## src/rtl/hc_gate_bank_if.sv

```systemverilog
// rtl/hc_gate_bank_if.sv - gate bank signal bundle; y_par present when HC_GATE_BANK_PARITY_EN is defined
interface hc_gate_bank_if #(
    parameter int CH    = 4,
    parameter int CNT_W = 8
);
    logic [CH-1:0]    a;
    logic [CH-1:0]    b;
    logic [2:0]       mode;
    logic             mode_ld;
    logic             oe;
    logic [CH-1:0]    y;
    logic             y_valid;
    logic             chg;
    logic [CNT_W-1:0] chg_cnt;
`ifdef HC_GATE_BANK_PARITY_EN
    logic             y_par;

    modport master (
        output a, b, mode, mode_ld, oe,
        input  y, y_valid, chg, chg_cnt, y_par
    );
    modport slave (
        input  a, b, mode, mode_ld, oe,
        output y, y_valid, chg, chg_cnt, y_par
    );
`else
    modport master (
        output a, b, mode, mode_ld, oe,
        input  y, y_valid, chg, chg_cnt
    );
    modport slave (
        input  a, b, mode, mode_ld, oe,
        output y, y_valid, chg, chg_cnt
    );
`endif
endinterface

```

## src/rtl/hc_gate_bank.sv

```systemverilog
// rtl/hc_gate_bank.sv - CH-channel selectable-function gate bank with blanking FSM and change counter
// Optional registered parity output y_par enabled by HC_GATE_BANK_PARITY_EN.
module hc_gate_bank #(
    parameter int CH          = 4,
    parameter int SYNC_STAGES = 2,
    parameter int BLANK_CYC   = 3,
    parameter int CNT_W       = 8
) (
    input  logic            clk,
    input  logic            rst,
    hc_gate_bank_if.slave   bus
);
    localparam int BW = $clog2(BLANK_CYC + 1);
    localparam logic [BW-1:0] BLANK_INIT = BW'(BLANK_CYC);
    localparam logic [BW-1:0] CNT_ONE    = BW'(1);

    if (CH < 1) begin : g_bad_ch
        $error("hc_gate_bank: CH must be >= 1");
    end
    if (SYNC_STAGES < 1 || SYNC_STAGES > 3) begin : g_bad_sync
        $error("hc_gate_bank: SYNC_STAGES must be 1..3");
    end
    if (BLANK_CYC < SYNC_STAGES) begin : g_bad_blank
        $error("hc_gate_bank: BLANK_CYC must be >= SYNC_STAGES");
    end

    typedef enum logic {ST_BLANK, ST_RUN} state_t;

    state_t           state, state_n;
    logic [BW-1:0]    blank_cnt, blank_cnt_n;
    logic [2:0]       mode_q, mode_n;
    logic [CH-1:0]    y_q, y_n;
    logic             yv_q, yv_n;
    logic             chg_q, chg_n;
    logic [CNT_W-1:0] chg_cnt_q, chg_cnt_n;
    logic [CH-1:0]    gate;

    logic [CH-1:0] a_sync [SYNC_STAGES];
    logic [CH-1:0] b_sync [SYNC_STAGES];

    function automatic logic [CH-1:0] gate_fn(input logic [2:0] m,
                                              input logic [CH-1:0] ia,
                                              input logic [CH-1:0] ib);
        case (m)
            3'b000:  return ~(ia | ib);
            3'b001:  return ~(ia & ib);
            3'b010:  return ia & ib;
            3'b011:  return ia | ib;
            3'b100:  return ia ^ ib;
            3'b101:  return ~(ia ^ ib);
            3'b110:  return ~ia;
            default: return ia;
        endcase
    endfunction

    always_ff @(posedge clk or posedge rst) begin
        if (rst) begin
            for (int i = 0; i < SYNC_STAGES; i++) begin
                a_sync[i] <= '0;
                b_sync[i] <= '0;
            end
        end else begin
            a_sync[0] <= bus.a;
            b_sync[0] <= bus.b;
            for (int i = 1; i < SYNC_STAGES; i++) begin
                a_sync[i] <= a_sync[i-1];
                b_sync[i] <= b_sync[i-1];
            end
        end
    end

    always_ff @(posedge clk or posedge rst) begin
        if (rst) begin
            state     <= ST_BLANK;
            blank_cnt <= BLANK_INIT;
            mode_q    <= 3'b000;
            y_q       <= '0;
            yv_q      <= 1'b0;
            chg_q     <= 1'b0;
            chg_cnt_q <= '0;
        end else begin
            state     <= state_n;
            blank_cnt <= blank_cnt_n;
            mode_q    <= mode_n;
            y_q       <= y_n;
            yv_q      <= yv_n;
            chg_q     <= chg_n;
            chg_cnt_q <= chg_cnt_n;
        end
    end

    always_comb begin
        state_n     = state;
        blank_cnt_n = blank_cnt;
        mode_n      = mode_q;
        y_n         = y_q;
        yv_n        = yv_q;
        chg_cnt_n   = chg_cnt_q;
        gate        = bus.oe ? gate_fn(mode_q, a_sync[SYNC_STAGES-1], b_sync[SYNC_STAGES-1]) : '0;

        if (chg_q && chg_cnt_q != '1) begin
            chg_cnt_n = chg_cnt_q + CNT_W'(1);
        end

        // A mode load restarts blanking and its counter clear overrides any pending increment.
        case (state)
            ST_BLANK: begin
                y_n  = '0;
                yv_n = 1'b0;
                if (bus.mode_ld) begin
                    mode_n      = bus.mode;
                    blank_cnt_n = BLANK_INIT;
                    chg_cnt_n   = '0;
                end else if (blank_cnt == CNT_ONE) begin
                    state_n = ST_RUN;
                    y_n     = gate;
                    yv_n    = 1'b1;
                end else begin
                    blank_cnt_n = blank_cnt - CNT_ONE;
                end
            end
            ST_RUN: begin
                if (bus.mode_ld) begin
                    state_n     = ST_BLANK;
                    mode_n      = bus.mode;
                    blank_cnt_n = BLANK_INIT;
                    chg_cnt_n   = '0;
                    y_n         = '0;
                    yv_n        = 1'b0;
                end else begin
                    y_n  = gate;
                    yv_n = 1'b1;
                end
            end
            default: begin
                state_n = ST_BLANK;
            end
        endcase

        chg_n = yv_q && yv_n && (y_n != y_q);
    end

    assign bus.y       = y_q;
    assign bus.y_valid = yv_q;
    assign bus.chg     = chg_q;
    assign bus.chg_cnt = chg_cnt_q;

`ifdef HC_GATE_BANK_PARITY_EN
    logic y_par_q;

    // y_n is forced to zero while blanking, so its parity is zero there too.
    always_ff @(posedge clk or posedge rst) begin
        if (rst) begin
            y_par_q <= 1'b0;
        end else begin
            y_par_q <= ^y_n;
        end
    end

    assign bus.y_par = y_par_q;
`endif
endmodule

```

## src/flat_wrapper.sv

```systemverilog
// flat-port wrapper written by rule: the top's interface ports become plain ports
module hc_gate_bank_flat 
#(
    parameter int CH          = 4,
    parameter int SYNC_STAGES = 2,
    parameter int BLANK_CYC   = 3,
    parameter int CNT_W       = 8
)
  (clk, rst, bus_a, bus_b, bus_mode, bus_mode_ld, bus_oe, bus_y, bus_y_valid, bus_chg, bus_chg_cnt);
  hc_gate_bank_if #(.CH(CH), .CNT_W(CNT_W)) bus_i ();
  input  logic clk;
  input  logic rst;
  input wire logic [$bits(bus_i.a)-1:0] bus_a;
  input wire logic [$bits(bus_i.b)-1:0] bus_b;
  input wire logic [$bits(bus_i.mode)-1:0] bus_mode;
  input wire logic [$bits(bus_i.mode_ld)-1:0] bus_mode_ld;
  input wire logic [$bits(bus_i.oe)-1:0] bus_oe;
  output wire logic [$bits(bus_i.y)-1:0] bus_y;
  output wire logic [$bits(bus_i.y_valid)-1:0] bus_y_valid;
  output wire logic [$bits(bus_i.chg)-1:0] bus_chg;
  output wire logic [$bits(bus_i.chg_cnt)-1:0] bus_chg_cnt;
  assign bus_i.a = bus_a;
  assign bus_i.b = bus_b;
  assign bus_i.mode = bus_mode;
  assign bus_i.mode_ld = bus_mode_ld;
  assign bus_i.oe = bus_oe;
  assign bus_y = bus_i.y;
  assign bus_y_valid = bus_i.y_valid;
  assign bus_chg = bus_i.chg;
  assign bus_chg_cnt = bus_i.chg_cnt;
  hc_gate_bank #(.CH(CH), .SYNC_STAGES(SYNC_STAGES), .BLANK_CYC(BLANK_CYC), .CNT_W(CNT_W)) u_core (.clk(clk), .rst(rst), .bus(bus_i));
endmodule
```

## config.mk

```make
export PLATFORM = sky130hd
export DESIGN_NAME = hc_gate_bank_flat
export DESIGN_NICKNAME = d
export VERILOG_FILES = /design/src/rtl/hc_gate_bank_if.sv /design/src/rtl/hc_gate_bank.sv /design/src/flat_wrapper.sv
export SDC_FILE = /design/constraint.sdc
export NUM_CORES = 1
export LEC_CHECK = 0
export BUFFER_PORTS_ARGS = -buffer_cell sky130_fd_sc_hd__buf_4
export CAP_MARGIN = 10
export CORE_ASPECT_RATIO = 1.25
export CORE_MARGIN = 10
export CORE_UTILIZATION = 40
export CTS_BUF_LIST = sky130_fd_sc_hd__clkbuf_4 sky130_fd_sc_hd__clkbuf_8
export DETAILED_ROUTE_END_ITERATION = 10
export SLEW_MARGIN = 10
export SYNTH_ARGS = -nofsm -noshare
export SYNTH_HDL_FRONTEND = slang
export SYNTH_SLANG_ARGS = --single-unit
```

## constraint.sdc

```tcl
create_clock -name clk -period 1.6 [get_ports clk]
set_clock_uncertainty 0.05 [all_clocks]
set_input_delay 0.16 -clock clk [delete_from_list [all_inputs] [get_ports clk]]
set_output_delay 0.16 -clock clk [all_outputs]
set_load 0.03 [all_outputs]
```

[After elaboration in Yosys (flattened, before gate mapping)]
Index checks and enable logic that the tools add are counted.
Cells by class
  add/sub/neg operators: 2
  equal/unequal tests: 11
  multiplexer cells: 17
  bitwise gates (word level): 8
  reduce and logical (&&, ||, !) cells: 6
Operators with widths (number)
  case mux 4 bit (7 select lines): 1
  two-way mux 4 bit: 4
  two-way mux 8 bit: 2
  inverter 4 bit: 4
  == test 3 bit, second input constant: 3
  adder 8 x 1 -> 8 bit, second input constant: 1
  != test 8 bit, second input constant: 1
  case mux 4 bit (2 select lines): 1
  == test 3 x 2 -> 1 bit, second input constant: 2
  two-way mux 2 bit: 3
  bitwise AND 4 bit: 1
  != test 4 bit: 1
  OR 4 bit: 1
  case mux 2 bit (2 select lines): 1
  XOR 4 bit: 1
  == test 3 x 1 -> 1 bit, second input constant: 1
  logical AND 1 bit: 3
  zero test 3 bit: 1
  two-way mux 1 bit: 3
  two-way mux 3 bit: 1
  != test 3 bit, second input constant: 1
  == test 2 x 1 -> 1 bit, second input constant: 1
  != test 2 bit, second input constant: 1
  case mux 1 bit (2 select lines): 1
  other kinds (4): 4
Word-level totals
  register bits after elaboration: 35
  logic and storage cells: 54

[Longest topological paths before layout]
Gate-level depths: netlist of the first run.
  depth in word-level cells: 9
  mapped depth: 8

[Least setup slack after synthesis of the first run]
No wires, ideal clock.
  kind: flip-flop to flip-flop
  start: register u_core.blank_cnt[0]
  end: register u_core.chg_q (netlist: u_core.bus.chg)
  library setup time: 138 ps
  arrival time: 1579 ps
  path slack: -167 ps
  cell stages (with the launch flop): 8
  path buffers: 0
  clock period less this slack: 1767 ps
  path through: dfstp_2 > ha_1 > nor2_1 > nor3b_1 > o311ai_0 > a21oi_2 > xnor2_1 > a41oi_2
On the way
  word-level cells in the longest chain between the ends: 6
  elaborated cells on any way between the ends: 10
  those cells by class: eq/ne (2); mux (6); reduce/logical (2)
RTL lines
  start, declared: RTL line hc_gate_bank.sv:30  | logic [BW-1:0] blank_cnt, blank_cnt_n;
  start signal, assigned: RTL line hc_gate_bank.sv:83  | blank_cnt <= blank_cnt_n;
  == test 2 x 1 -> 1 bit: RTL line hc_gate_bank.sv:114  | end else if (blank_cnt == CNT_ONE) begin
  two-way mux 4 bit: RTL line hc_gate_bank.sv:114
  two-way mux 4 bit: RTL line hc_gate_bank.sv:110  | if (bus.mode_ld) begin
  case mux 4 bit (2 select lines): RTL line hc_gate_bank.sv:106  | case (state)
  net u_core.y_n[1]: RTL line hc_gate_bank.sv:32  | logic [CH-1:0] y_q, y_n;
  != test 4 bit: RTL line hc_gate_bank.sv:140  | chg_n = yv_q && yv_n && (y_n != y_q);
  logical AND 1 bit: RTL line hc_gate_bank.sv:140
  net u_core.chg_n: RTL line hc_gate_bank.sv:34  | logic chg_q, chg_n;
  end signal, assigned: RTL line hc_gate_bank.sv:87  | chg_q <= chg_n;
  end, declared: RTL line hc_gate_bank.sv:34
The timed path passes the listed nets, and every way through them passes these cells.
A chain may end at the register's enable or synchronous reset.

[Worst setup path in the final report of the first run]
  start: register u_core.a_sync[2] (netlist bit)
  end: register u_core.chg_q (netlist: u_core.bus.chg)
On the way
  word-level cells in the longest chain between the ends: 9
  elaborated cells on any way between the ends: 15
  those cells by class: eq/ne (1); mux (6); bitwise (7); reduce/logical (1)
RTL lines
  start, declared: RTL line hc_gate_bank.sv:38  | logic [CH-1:0] a_sync [SYNC_STAGES];
  start signal, assigned by index: RTL line hc_gate_bank.sv:66  | a_sync[i] <= a_sync[i-1];
  XOR 4 bit (tied with other cells): RTL line hc_gate_bank.sv:49, hc_gate_bank.sv:50
  inverter 4 bit, on equally long branches: RTL line hc_gate_bank.sv:50, hc_gate_bank.sv:45, hc_gate_bank.sv:46
  case mux 4 bit (7 select lines) *: RTL line hc_gate_bank.sv:44  | case (m)
  two-way mux 4 bit *: RTL line hc_gate_bank.sv:99  | gate = bus.oe ? gate_fn(mode_q, a_sync[SYNC_STAGES-1], b_sync[SYNC_STAGES-1]) : '0;
  two-way mux 4 bit: RTL line hc_gate_bank.sv:114
  two-way mux 4 bit: RTL line hc_gate_bank.sv:110
  case mux 4 bit (2 select lines) *: RTL line hc_gate_bank.sv:106
  net u_core.y_n[2]: RTL line hc_gate_bank.sv:32
  != test 4 bit *: RTL line hc_gate_bank.sv:140
  logical AND 1 bit *: RTL line hc_gate_bank.sv:140
  net u_core.chg_n: RTL line hc_gate_bank.sv:34
The timed path passes the listed nets; every way through them passes the cells marked *.

==> results of run 1 <==
==> how the worst max path moves through the flow <==
stage	startpoint	endpoint
after CTS	u_core.a_sync[2]	u_core.bus.chg
final	u_core.a_sync[2]	u_core.bus.chg
after global routing	u_core.blank_cnt[0]	u_core.bus.chg
after detailed placement	u_core.blank_cnt[0]	u_core.bus.chg
after floorplan	u_core.a_sync[1]	u_core.bus.chg
after global placement	u_core.a_sync[1]	u_core.bus.chg
==> cell usage after synthesis (2+ instances only) <==
library cell	number
and3_1	2
mux2i_1	5
o21ai_0	7
inv_1	14
buf_2	2
buf_6	2
xor2_1	4
dfstp_2	2
nand2_1	7
a21oi_1	6
mux2_2	3
nand4_1	2
nand3_1	6
nor2_1	13
a21oi_2	3
ha_1	10
xnor2_1	9
nor3b_1	2
dfrtp_1	33
==> timing repair <==
action                                  CTS  global route
hold endpoints to repair                 41             0
pin swaps                                 9             5
endpoints found under the setup margin    1             3
gates cloned                              0             0
hold buffers                              9             0
gates resized for setup                   7             4
buffers inserted                          2             3
==> power by group <==
part	total (mW)	internal, mW	switching [mW]
registers	1.03	0.969	0.0615
clock network	0.710	0.410	0.301
logic	0.581	0.303	0.278
==> tightest hold or removal path, delay by kind of cell <==
family / cells / cell delay [ps]
buffers and inverters: 1 / 80
AOI/OAI and AO/OA: 1 / 60
and+or+nand+nor: 1 / 40
==> sequential cells by signal, summed over array words and instances (netlist names) <==
| signal | count |
|---|---|
| u_core.a_sync | 8 |
| u_core.b_sync | 8 |
| u_core.blank_cnt | 2 |
| u_core.bus.chg | 1 |
| u_core.bus.chg_cnt | 8 |
| u_core.bus.y | 4 |
| u_core.bus.y_valid | 1 |
| u_core.mode_q | 3 |
==> layer usage <==
layer / wire length [um] / vias to the layer above / global-route usage, %
met5: 0 / - / 0
met1: 1442 / 615 / 10.29
met4: 55 / 0 / 3.892
li1: - / 623 / -
met3: 128 / 7 / 3.482
met2: 1854 / 25 / 17.73
==> cells by family (layout without fill, tap and decap cells) <==
group	after synthesis	after routing	synth area share (%)
AO/OA/AOI/OAI	28	28	13.06
flip-flops	35	35	52.39
buffers and inverters	20	83	5.522
AND/OR/NAND/NOR	35	35	9.777
XOR/XNOR	13	13	6.791
adder cells (fa/ha/maj)	10	10	7.463
multiplexers	8	8	5.000
==> layout make-up <==
| cell class | count | area [um2] |
|---|---|---|
| well taps | 56 | 70.07 |
| inverters | 15 | 56.30 |
| fillers | 352 | 1693 |
| clock buffers | 8 | 103.9 |
| flip-flops and latches | 35 | 888.4 |
| multi-input cells | 94 | 782.0 |
| repair buffers | 60 | 473.0 |
==> results.sh, run 1 <==
export IMPL_clock_tree_buffer_depth=2
export IMPL_cts_buffers=5
export IMPL_worst_endpoint_arrival_ps=1840
export IMPL_dpl_hpwl_mm=2.581
export IMPL_dr_total_vias=1270
export IMPL_final_antenna_net_count=0
export IMPL_drcViolationCount=0
export IMPL_postLayoutCoreUtil_pct=58.37
export IMPL_syn_cell_area_um2=1677
export IMPL_crit_slowest_cell="dfrtp_1"
export IMPL_avgSynthCellArea_um2=11.25
export IMPL_wl_per_cell_um=12.99
export IMPL_critPathMaxStageDelay_ps=400
export IMPL_netlist_top_cells_area="dfrtp_1, ha_1, xnor2_1"
export IMPL_r2r_cells=8
export IMPL_io_buffers=28
export IMPL_grt_usage_pct=9.890
export IMPL_clkTransAtPathRegs_ps=70
export IMPL_r2r_end="u_core.bus.chg"
export IMPL_hold_start="bus_mode[2]"
export IMPL_setup_worst_path_end_class="register"
export IMPL_placementRows=26
export IMPL_grt_pass1_vias=1373
export IMPL_ir_drop_mv=0.4718
export IMPL_critical_path_most_common_cell="xnor2_1"
export IMPL_synth_top_area_share_pct=49.25
export IMPL_crit_type="reg -> reg"
export IMPL_fin_crit_ps=1733
export IMPL_synth_cells=149
export IMPL_tightestPinTransition_ps=432.1
export IMPL_hold_ws_ps=56.03
export IMPL_finalHoldViolations=0
export IMPL_gp_congestion=0.8044
export IMPL_fin_cells=268
export IMPL_dieHeight_um=92.39
export IMPL_io_pins=29
export IMPL_power_total_mw=2.321
export IMPL_slew_viol_final=0
export IMPL_drtPass1Iterations=4
export IMPL_period_share_pct=108.3
export IMPL_vias_per_cell=4.739
export IMPL_drive_above_1_share_pct=43.87
export IMPL_holdPathEnd="u_core.mode_q[2]"
export IMPL_area_growth_pct=41.57
export IMPL_mostFrequentLayoutCell="buf_4"
export IMPL_setup_ws_ps=-133.0
export IMPL_drv_cap=0
export IMPL_start_kind="register"
export IMPL_status="complete, but fails checks"
export IMPL_max_freq_ghz=0.5770
export IMPL_grt_pass1_wl_mm=5.906
export IMPL_grt_overflow=0
export IMPL_crit_family="compound AO/OA/AOI/OAI gates"
export IMPL_hold_depth=3
export IMPL_crit_fanout=3
export IMPL_synth_main_ff_cell="dfrtp_1"
export IMPL_crit_cells=8
export IMPL_yosys_area_top_type="dfrtp_1"
export IMPL_hp_class="in -> reg"
export IMPL_layout_common_cells="buf_4, dfrtp_1, inv_1"
export IMPL_core_area_um2=4066
export IMPL_yosysWarnings=0
export IMPL_clkSinkCount=35
export IMPL_leakage_nw=1.090
export IMPL_insertedDiodeCount=0
export IMPL_dp_slack_ps=-155.0
export IMPL_power_density_nw_per_um2=978.0
export IMPL_rsz0062_at_grt="yes"
export IMPL_placed_cell_area_um2=2092
export IMPL_die_area_um2=7197
export IMPL_r2r_setup_slack_ps=-130
export IMPL_cp_cell_sequence="inv_1, ha_4, nor2_4, a21oi_4, xnor2_1, a211oi_2, xnor2_1, a41oi_2"
export IMPL_synth_edff_count=0
export IMPL_htree_levels=2
export IMPL_synth_nets=174
export IMPL_placed_cells=246
export IMPL_cts_root_buf="clkbuf_8"
export IMPL_grt_max_degree=36
export IMPL_async_flop_share_pct=100.0
export IMPL_antenna_found_initial=0
export IMPL_synth_seq_area_share_pct=52.39
export IMPL_drtIter0Drc=55
export IMPL_critPathBufInv=1
export IMPL_start_util_pct=41.23
export IMPL_drt_wl_total_mm=3.480
export IMPL_die_w_um=77.91
export IMPL_failed_checks="setup timing"
export IMPL_synth_distinct_cells=36
export IMPL_fin_area_um2=2374
export IMPL_cp_data_required_time_ps=1710
export IMPL_insertion_delay_ps=280
export IMPL_ys_seq_elements=35
export IMPL_layout_nets=236
export IMPL_maxSlewHeadroom_pct=71.20
export IMPL_cts_tree="done"
export IMPL_setup_tns_ps=-133.0
export IMPL_worstReg2RegStart="u_core.a_sync[2]"
export IMPL_setup_viol=1
No activity file was read; power rests on OpenSTA's default activity.
==> inputs of run 2 (changes only) <==
ABC_AREA = 1   (was unset)
==> results.sh, run 2 <==
export IMPL_status="complete, but fails checks"
export IMPL_failed_checks="setup timing"
export IMPL_synth_top_area_share_pct=46.84
export IMPL_worstReg2RegStart="u_core.blank_cnt[1]"
export IMPL_use_met2_pct=18.73
export IMPL_layout_nets=301
export IMPL_wl_per_cell_um=11.65
export IMPL_synth_most_common_cell="nand2_1"
export IMPL_r2r_setup_slack_ps=-70
export IMPL_synthXorXnorAreaFrac_pct=0.4968
export IMPL_drtPass1Iterations=4
export IMPL_io_buffers=28
export IMPL_power_total_mw=2.492
export IMPL_avgSynthCellArea_um2=8.162
export IMPL_synth_compound_area_share_pct=8.446
export IMPL_synth_edff_count=0
export IMPL_finalHoldViolations=0
export IMPL_io_pins=29
export IMPL_clkSinkCount=35
export IMPL_fin_area_um2=2505
export IMPL_max_freq_ghz=0.5993
export IMPL_maxSlewHeadroom_pct=71.46
export IMPL_ys_seq_elements=35
export IMPL_layout_common_cells="buf_4, nand2_1, inv_1, dfrtp_1, nor2_1"
export IMPL_drv_cap=0
export IMPL_async_flop_share_pct=100.0
export IMPL_hold_start="bus_mode[1]"
export IMPL_holdPathEnd="u_core.mode_q[1]"
export IMPL_power_switching_mw=0.6735
export IMPL_rsz0062_at_grt="yes"
export IMPL_p_comb_share_pct=21.1
export IMPL_antenna_found_initial=0
export IMPL_hp_class="in -> reg"
export IMPL_ir_drop_mv=0.6244
export IMPL_setup_ws_ps=-68.59
export IMPL_power_density_nw_per_um2=995.0
export IMPL_cts_tree="done"
export IMPL_hold_ws_ps=19.47
export IMPL_placementRows=26
export IMPL_insertion_delay_ps=290
export IMPL_tightestPinTransition_ps=428.1
export IMPL_yosys_area_top_type="dfrtp_1"
export IMPL_core_area_um2=4164
export IMPL_drt_wl_total_mm=3.879
export IMPL_die_w_um=79.38
export IMPL_clock_tree_buffer_depth=2
export IMPL_cts_root_buf="clkbuf_8"
export IMPL_setup_worst_path_end_class="register"
export IMPL_setup_tns_ps=-68.59
export IMPL_grt_busiest_layer="met2"
export IMPL_insertedDiodeCount=0
export IMPL_start_util_pct=42.34
export IMPL_sw_frac_of_total_pct=27.02
export IMPL_die_area_um2=7480
export IMPL_crit_type="reg -> reg"
export IMPL_area_growth_pct=42.09
export IMPL_dpl_hpwl_mm=2.851
export IMPL_grtUsageMet3_pct=4.502
export IMPL_cp_data_required_time_ps=1730
export IMPL_setup_viol=1
export IMPL_grt_overflow=0
export IMPL_r2r_cells=13
export IMPL_synthMuxAreaShare_pct=0
export IMPL_synth_top_family_by_area="simple AND/OR/NAND/NOR gates"
export IMPL_drtIter0Drc=48
export IMPL_dieHeight_um=94.23
export IMPL_synthSimpleGateAreaFrac_pct=24.49
export IMPL_met1_usage_pct=12.89
export IMPL_slew_viol_final=0
export IMPL_drcViolationCount=0
export IMPL_htree_levels=2
export IMPL_power_frac_seq_pct=40.8
export IMPL_fin_crit_ps=1669
export IMPL_leakage_nw=1.261
export IMPL_cts_buffers=5
export IMPL_yosysWarnings=0
export IMPL_synth_cells=216
export IMPL_clkTransAtPathRegs_ps=80
export IMPL_mostFrequentLayoutCell="buf_4"
export IMPL_dr_total_vias=1577
export IMPL_p_int_mw=1.819
export IMPL_synth_distinct_cells=23
export IMPL_grt_pass1_wl_mm=6.879
export IMPL_crit_fanout=4
export IMPL_synth_main_ff_cell="dfrtp_1"
export IMPL_grt_max_degree=36
export IMPL_yosys_top_cells_count="nand2_1, inv_1, dfrtp_1"
export IMPL_hold_depth=3
export IMPL_synth_nets=241
export IMPL_drive_above_1_share_pct=31.05
export IMPL_nFillCells=408
export IMPL_grt_usage_pct=11.36
export IMPL_period_share_pct=104.3
export IMPL_grt_pass1_vias=1612
export IMPL_worst_endpoint_arrival_ps=1800
export IMPL_r2r_end="u_core.bus.chg"
export IMPL_gp_congestion=0.8352
export IMPL_synth_seq_area_share_pct=49.82
export IMPL_final_antenna_net_count=0
export IMPL_syn_cell_area_um2=1763
export IMPL_p_clk_share_pct=38.0
export IMPL_postLayoutCoreUtil_pct=60.16
export IMPL_vias_per_cell=4.736
export IMPL_placed_cell_area_um2=2167
export IMPL_synth_fa_ha_area_share_pct=7.097
export IMPL_start_kind="register"
export IMPL_netlist_top_cells_area="dfrtp_1, nand2_1, inv_1"
==> run 2: changes by cell type after synthesis, sizes merged, moves of 3 or more <==
| cell | previous run | this run |
|---|---|---|
| xor2 | 4 | 1 |
| mux2i | 5 | 0 |
| inv | 15 | 38 |
| nand3 | 6 | 16 |
| nor2 | 14 | 24 |
| nand4 | 2 | 12 |
| o21ai | 8 | 19 |
| xnor2 | 9 | 0 |
| nand2 | 7 | 42 |
| mux2 | 3 | 0 |
==> run 2: worst max-delay path, stage by stage (launching register included) <==
cell and delay, ps:
dfstp_2 520, inv_2 40, ha_4 150, nor2_4 90
nor2_2 60, nand2_2 110, a21oi_2 50, buf_4 130
nand3_1 80, nand2_1 50, inv_1 40, nand2_1 40
nor2_1 100, nor2_1 40
==> run 2: through the flow <==
| step | cells | setup WS [ps] |
|---|---|---|
| CTS | 329 | -18.71 |
| finish | 333 | -68.59 |
| detailed placement | 311 | -97.91 |
| floorplan | 216 | -44.19 |
| global placement | 311 | -48.34 |
| global route | 333 | -232.0 |
==> run 2: routing by layer <==
| layer | part of all wire, % | vias up |
|---|---|---|
| met2 | 48 | 23 |
| met4 | 1.4 | 0 |
| met1 | 44 | 739 |
| met5 | 0 | - |
| li1 | - | 809 |
| met3 | 5.8 | 6 |
==> run 2: kinds of logic (layout without fill, tap and decap cells) <==
family                   count (synthesis)  after routing
AND/OR/NAND/NOR                         97             97
flip-flops                              35             35
buffers and inverters                   44            105
XOR/XNOR                                 1              1
adder cells (fa/ha/maj)                 10             10
AO/OA/AOI/OAI                           29             29
==> run 2: final cells by class <==
type	count	area (um2)	area share (%)
sequential	35	880.8	35.16
multi-input combinational	137	808.3	32.27
timing repair buffer	58	457.9	18.28
inverter	39	151.4	6.044
tap	56	70.07	2.797
clock buffer	5	68.82	2.747
clock inverter	3	67.56	2.697
==> run 2: worst max-delay path by stage <==
stage | from | end | depth (start not counted)
floorplan | u_core.bus.chg_cnt[1] | u_core.bus.chg_cnt[5] | 11
global placement | u_core.blank_cnt[0] | u_core.bus.chg | 10
global route | u_core.blank_cnt[0] | u_core.bus.chg | 12
finish | u_core.blank_cnt[1] | u_core.bus.chg | 13
CTS | u_core.blank_cnt[0] | u_core.bus.chg | 12
detailed placement | u_core.blank_cnt[0] | u_core.bus.chg | 12
==> run 2: power by group through the flow <==
stage	combinational (mW)	sequential [mW]	clock, mW
6_report	0.527	1.02	0.948
5_1_grt	0.603	1.03	1.01
3_3_place_gp	0.457	1.02	0
2_1_floorplan	0.262	1.05	0
4_1_cts	0.492	1.01	0.972
3_5_place_dp	0.462	1.02	0
==> run 2: repair_timing <==
item	CTS	global route
pin swaps	1	9
hold endpoints to repair	41	0
hold buffers	9	0
cloned	0	0
resized for setup	6	17
endpoints found under the setup margin	3	9
setup buffers	1	4
